[config.mk]
export PLATFORM = sky130hd
export DESIGN_NAME = funct_generator_wave
export DESIGN_NICKNAME = d
export VERILOG_FILES = /design/src/rtl/funct_generator_wave.sv
export SDC_FILE = /design/constraint.sdc
export NUM_CORES = 1
export LEC_CHECK = 0
export CORE_MARGIN = 2
export CORE_UTILIZATION = 45
export DETAILED_ROUTE_END_ITERATION = 12
export HOLD_SLACK_MARGIN = 0.1
export PLACE_DENSITY = 0.66
export SYNTH_ARGS = -nofsm -noshare
export SYNTH_HDL_FRONTEND = slang
export SYNTH_SLANG_ARGS = --single-unit
[constraint.sdc]
create_clock -name clk_i -period 3.2 [get_ports clk_i]
set_input_delay 0.64 -clock clk_i [delete_from_list [all_inputs] [get_ports clk_i]]
set_output_delay 0.64 -clock clk_i [all_outputs]
set_load 0.005 [all_outputs]
[src/rtl/funct_generator_wave.sv]
// Phase-accumulator waveform source (square/saw/triangle/zero) with a valid/ready
// output; rate and shape changes are only adopted when the phase wraps.
//
// state | meaning
// IDLE  | generator off, valid_o low
// RUN   | producing samples, advancing phase on each transfer
// DRAIN | disabled while a sample is still pending; hold it until taken
module funct_generator_wave #(
    parameter int DATA_WIDTH  = 8,
    parameter int PHASE_WIDTH = 16
) (
    input  logic                   clk_i,
    input  logic                   rst_i,
    input  logic                   enh,
    input  logic [1:0]             wave_sel_i,
    input  logic [PHASE_WIDTH-1:0] freq_i,
    input  logic                   ready_i,
    output logic                   valid_o,
    output logic [DATA_WIDTH-1:0]  data_o,
    output logic                   period_o
);

    typedef enum logic [1:0] {IDLE, RUN, DRAIN} state_t;

    state_t                 state, state_n;
    logic [PHASE_WIDTH-1:0] phase, phase_n;
    logic [PHASE_WIDTH-1:0] active_inc, inc_n;
    logic [1:0]             active_sel, sel_n;
    logic                   valid_n, period_n;
    logic [DATA_WIDTH-1:0]  data_n;
    logic [PHASE_WIDTH:0]   sum;
    logic                   xfer;

    function automatic logic [DATA_WIDTH-1:0] wave_fn(input logic [PHASE_WIDTH-1:0] ph,
                                                      input logic [1:0] sel);
        logic [DATA_WIDTH-1:0] t;
        logic [DATA_WIDTH-2:0] u;
        logic [DATA_WIDTH-1:0] r;
        t = ph[PHASE_WIDTH-1 -: DATA_WIDTH];
        u = t[DATA_WIDTH-1] ? ~t[DATA_WIDTH-2:0] : t[DATA_WIDTH-2:0];
        // Subtracting 2^(DATA_WIDTH-1) modulo 2^DATA_WIDTH is an MSB flip.
        case (sel)
            2'b00:   r = t[DATA_WIDTH-1] ? {1'b1, {(DATA_WIDTH-1){1'b0}}}
                                         : {1'b0, {(DATA_WIDTH-1){1'b1}}};
            2'b01:   r = {~t[DATA_WIDTH-1], t[DATA_WIDTH-2:0]};
            2'b10:   r = {~u[DATA_WIDTH-2], u[DATA_WIDTH-3:0], 1'b0};
            default: r = '0;
        endcase
        return r;
    endfunction

    assign xfer = valid_o & ready_i;
    assign sum  = {1'b0, phase} + {1'b0, active_inc};

    always_ff @(posedge clk_i) begin
        if (rst_i) begin
            state      <= IDLE;
            phase      <= '0;
            active_inc <= '0;
            active_sel <= 2'b00;
            valid_o    <= 1'b0;
            data_o     <= '0;
            period_o   <= 1'b0;
        end else begin
            state      <= state_n;
            phase      <= phase_n;
            active_inc <= inc_n;
            active_sel <= sel_n;
            valid_o    <= valid_n;
            data_o     <= data_n;
            period_o   <= period_n;
        end
    end

    always_comb begin
        state_n  = state;
        phase_n  = phase;
        inc_n    = active_inc;
        sel_n    = active_sel;
        valid_n  = valid_o;
        data_n   = data_o;
        period_n = period_o;
        case (state)
            IDLE: begin
                valid_n = 1'b0;
                if (enh) begin
                    inc_n    = freq_i;
                    sel_n    = wave_sel_i;
                    phase_n  = '0;
                    data_n   = wave_fn({PHASE_WIDTH{1'b0}}, wave_sel_i);
                    period_n = 1'b1;
                    valid_n  = 1'b1;
                    state_n  = RUN;
                end
            end
            RUN: begin
                if (xfer) begin
                    phase_n = sum[PHASE_WIDTH-1:0];
                    if (sum[PHASE_WIDTH]) begin
                        inc_n    = freq_i;
                        sel_n    = wave_sel_i;
                        data_n   = wave_fn(sum[PHASE_WIDTH-1:0], wave_sel_i);
                        period_n = 1'b1;
                    end else begin
                        data_n   = wave_fn(sum[PHASE_WIDTH-1:0], active_sel);
                        period_n = 1'b0;
                    end
                end
                if (!enh) begin
                    if (!valid_o || xfer) begin
                        valid_n = 1'b0;
                        state_n = IDLE;
                    end else begin
                        state_n = DRAIN;
                    end
                end
            end
            DRAIN: begin
                if (xfer) begin
                    valid_n = 1'b0;
                    state_n = IDLE;
                end
            end
            default: begin
                valid_n = 1'b0;
                state_n = IDLE;
            end
        endcase
    end

endmodule

* After elaboration in Yosys (flattened, before gate mapping)
Cells that the tools add are included.
** Word-level totals
- Flip-flop bits (word level) :: 46
- Bits of input ports :: 22
** Cells by class
- Add/sub/neg operators :: 1
- Reductions and logical operators :: 11
- Equal/unequal tests :: 12
- Bitwise gates (word level) :: 4
- Multiplexer cells :: 34
** Operators with widths (count)
- two-way mux 16 bit :: 5
- case mux 16 bit (2 select lines) :: 2
- case mux 8 bit (3 select lines) :: 2
- two-way mux 8 bit :: 4
- case mux 8 bit (2 select lines) :: 2
- adder 16 x 16 -> 17 bit :: 1
- two-way mux 2 bit :: 7
- inequality test 2 bit (second input constant) :: 6
- AND reduction 3 bit :: 3
- two-way mux 1 bit :: 7
- two-way mux 7 bit :: 1
- NOT 7 bit :: 1
- equality test 2 x 1 -> 1 bit (second input constant) :: 3
- equality test 2 bit (second input constant) :: 3
- zero test 2 bit :: 3
- case mux 2 bit (3 select lines) :: 1
- case mux 2 bit (2 select lines) :: 1
- AND reduction 4 bit :: 1
- case mux 1 bit (3 select lines) :: 1
- NOT 1 bit :: 2
- case mux 1 bit (2 select lines) :: 1
- nonzero test 2 bit :: 1
- OR reduction 2 bit :: 1
- bitwise AND 1 bit :: 1
- other kinds (2) :: 2

* Logic depth before layout (Yosys ltp)
- Word-level depth :: 8
- Gate-level depth with buffers :: 12
- Depth with buffers taken out :: 12

* Least setup slack after synthesis
Ideal clock, no wire load.
- Path type :: register to register
- Start :: register phase[0]
- End :: register data_o[7]
- Arrival time :: 2.582 ns
- Setup slack :: 0.549 ns
- Buffers on the path :: 0
- Cell stages (with the launch flop) :: 13
- Library setup time :: 0.069 ns
- Cell sequence :: dfxtp_1 -> ha_1 -> inv_1 -> fa_1 -> nand2b_1 -> a21oi_2 -> o21ai_2 -> o21ai_4 -> a31oi_4 -> or3_1 -> or3_1 -> o2111a_1 -> o21ai_1
** On the way
- Word-level cells in the longest chain between the ends :: 8
- Elaborated cells on any way between the ends :: 11
- Classes of those cells :: add/sub (1); mux (7); bitwise (3)
** Ends and longest elaborated chain
- start, declared :: line 26 : logic [PHASE_WIDTH-1:0] phase, phase_n;
- start signal, assigned :: line 66 : phase <= phase_n;
- adder 16 x 16 -> 17 bit (*) :: line 53 : assign sum = {1'b0, phase} + {1'b0, active_inc};
- NOT 7 bit :: line 40 : u = t[DATA_WIDTH-1] ? ~t[DATA_WIDTH-2:0] : t[DATA_WIDTH-2:0];
- two-way mux 7 bit :: line 40
- NOT 1 bit :: line 46 : 2'b10: r = {~u[DATA_WIDTH-2], u[DATA_WIDTH-3:0], 1'b0};
- case mux 8 bit (3 select lines) :: line 42 : case (sel)
- two-way mux 8 bit (*) :: line 99 : if (sum[PHASE_WIDTH]) begin
- two-way mux 8 bit (*) :: line 97 : if (xfer) begin
- case mux 8 bit (2 select lines) (*) :: line 83 : case (state)
- end signal, assigned :: line 70 : data_o <= data_n;
- end, declared :: line 19 : output logic [DATA_WIDTH-1:0] data_o,
Mark *: on every way between the ends. The rest lies on a longest branch, timed or not. The select of a mux whose other input is x is not followed.
A chain may end at the register's enable or synchronous reset.

* Worst setup path after layout
- Start :: register phase[0]
- End :: register data_o[2]
** On the way
- Word-level cells in the longest chain between the ends :: 7
- Elaborated cells on any way between the ends :: 9
- Classes of those cells :: add/sub (1); mux (7); bitwise (1)
** Ends and longest elaborated chain (line)
- adder 16 x 16 -> 17 bit (*) :: 53
- NOT 7 bit :: 40
- two-way mux 7 bit :: 40
- case mux 8 bit (3 select lines) :: 42
- two-way mux 8 bit (*) :: 99
- two-way mux 8 bit (*) :: 97
- case mux 8 bit (2 select lines) (*) :: 83
Marks and branches as above.

==> impl_metrics.ini <==
[timing]
timing.setup.tns_ns = 0
finalHoldViolCount = 0
rsz0062_at_grt = false
setup_viol = 0
post-route-min-period_ns = 2.90
max_slew_margin_pct = 57.9
fin_crit_sh_pct = 90.6
finClkSkew_ns = 0.00945
worst_pin_slew_ns = 0.627
finalMaxSlewViolations = 0
max_freq_mhz = 345

[global_route]
grtUsageTotal_pct = 20.7
grt_max_degree = 36
grt_pass1_wl_um = 12400
grt-ovfl-total = 0
antenna_found_initial = 0
grt_pass1_vias = 2663

[synth]
yosysWarnings = 0
synthMuxAreaShare_pct = 1.11
async_flop_share_pct = 0
synthAdderAreaFrac_pct = 9.33
synth-simple-area-share_pct = 21.2
synth_seq_area_share_pct = 30.4
ys_top_cells_by_count = 70 x nand2_1, 53 x a21oi_1, 46 x dfxtp_1, 34 x nor2_1, 21 x ha_1
yosys_register_bits = 46
synth_edf_count = 0
yosysTopAreaCell = dfxtp_1
yosysTopAreaCellShare_pct = 30.4
postSynthCellCount = 389
yosysUniqueCellTypes = 60
synth_xor_area_share_pct = 4.34
synth_ff_type = dfxtp_1
synth_nets = 433
postSynthAreaPerCell_um2 = 7.79
syn-cell-area_um2 = 3030
yosys-top-cells-area = dfxtp_1 30%, a21oi_1 8.8%, ha_1 8.7%, nand2_1 8.7%, nor2_1 4.2%
yosysMostFrequentCell = nand2_1
synth_top_family_by_area = compound AO/OA/AOI/OAI gates
synth_compound_area_share_pct = 29.9

[setup_path]
cp_top_family = simple AND/OR/NAND/NOR gates
r2r_slack_ns = 0.30
crit_chain = ha_1 > inv_1 > fa_1 > nand2b_1 > a21oi_2 > o21ai_2 > o21ai_4 > a31oi_4 > nor3_1 > nor2_1 > nor3_1 > o31a_1
crit_required_ns = 3.45
slowest_stage = fa_1
crit_type = flip-flop to flip-flop
start_kind = flip-flop
crit_arrival_ns = 3.15
cp-startpoint = phase[0]
cp-end-kind = flip-flop
crit_path_max_fanout = 10
reg2regPathDepth = 12
cp_common_cell = nor3_1
reg2reg_from = phase[0]
worst_path_largest_cell_delay_ns = 0.39
r2r-end = data_o[2]
path_buf_inv = 1

[hold_path]
min_to = phase[2]
hold_class = flip-flop to flip-flop
worst_hold_path.num_cells = 2
holdCritStartpoint = phase[2]

[detailed_routing]
drt_iter0_drc = 144
vias_per_cell = 5.72
avgRoutedWirePerCell_um = 14.7
vias = 2853
ant_nets = 0
firstDrtPassIters = 5
drc = 0
routed_wl_um = 7310

[floorplanning]
io_pins = 32
die_w_um = 86.1
core_um2 = 6420
start_util_pct = 47.2
die_h_um = 86.1
rows = 29
die_area_um2 = 7410

[clocking]
cts_buffer_depth = 2
postCtsResizedCells = 0
cts_setup_buffers = 0
cts_tree = yes
clk_transition_reported_paths_ns = 0.09
postCtsHoldBufs = 0
clk-insertion-delay-late_ns = 0.31
clock-sinks = 46
htree_levels = 2
root_buffer = clkbuf_8
cts_inserted_buffers = 5

[finish]
diodes = 0
finalNetCount = 465
area_delta_synth_final_pct = 16.6
final_area_um2 = 3530
drive_above_1_share_pct = 11.4
finalNonFillerCells = 499

[placement]
dp_hpwl_um = 5470
dpl_cell_area_um2 = 3440
port-buffer-count = 31
gp_congestion = 0.895
dpl.cell_count = 491

[power]
peakVddDrop_uv = 182
power-per-cell-area_nw_per_um2 = 356
p_leak_nw = 1.37
finalPower_mw = 1.26

[outcome]
outcome = completed

[run]
maxCapViolations = 0
[registers in the layout, indices dropped and copies added (netlist names)]
signal / cells
valid_o: 1
data_o: 8
active_sel: 2
state: 2
active_inc: 16
period_o: 1
phase: 16
[layout by cell type (no fill, tap or decap), types with 11 or more instances in the layout]
master	count
o21ai_0	11
clkdlybuf4s50_1	31
nor2_1	34
ha_1	21
a22oi_1	15
dfxtp_1	46
a21oi_1	53
nand2_1	70
[worst min-delay path, delay by kind of cell, from the launching register on]
kind,cells,cell delay [ns]
AOI/OAI and AO/OA,1,0.05
DFF,1,0.32
and+or+nand+nor,1,0.05
[cell type report]
| type | count | area [um2] |
|---|---|---|
| tap | 77 | 96.3 |
| fill | 629 | 2890 |
| clock inverter | 3 | 18.8 |
| inverter | 10 | 37.5 |
| sequential | 46 | 921 |
| clock buffer | 5 | 68.8 |
| multi-input combinational | 317 | 2000 |
| timing repair buffer | 41 | 385 |
[stage by stage]
stage	hold slack, ns	setup WS [ns]	util, %
after floorplan	0.436	0.549	-
after global placement	0.444	0.422	53.6
after detailed placement	0.449	0.310	53.6
after CTS	0.468	0.300	55.0
after global routing	0.480	0.0786	55.0
final	0.464	0.300	55.0
[report_power, final]
| part | internal [mW] | leakage [nW] | total [mW] | switching [mW] |
|---|---|---|---|---|
| Clock | 0.154 | 0.0483 | 0.368 | 0.214 |
| Sequential | 0.598 | 0.375 | 0.617 | 0.0193 |
| Combinational | 0.123 | 0.951 | 0.272 | 0.149 |
[per-layer routing]
metal  vias to the layer above  part of all wire, %  track usage [%]
met1                      1324                   46             27.5
li1                       1456                    -                -
met4                         0                  1.3             5.34
met3                        11                  4.2             2.98
met5                         -                    0                0
met2                        62                   48             35.1
[how the worst max path moves through the flow]
stage | endpoint | slack, ns | cells after the start
floorplan | data_o[7] | 0.55 | 12
global placement | data_o[7] | 0.42 | 12
detailed placement | data_o[7] | 0.31 | 12
CTS | data_o[7] | 0.30 | 12
global route | data_o[7] | 0.08 | 12
finish | data_o[2] | 0.30 | 12
[cells by family after synthesis]
group / Yosys count
simple gates: 144
compound gates: 133
flops: 46
buf+inv: 26
fa+ha+maj: 22
xor+xnor: 15
mux: 3
Power figures use the tool's default switching activity.
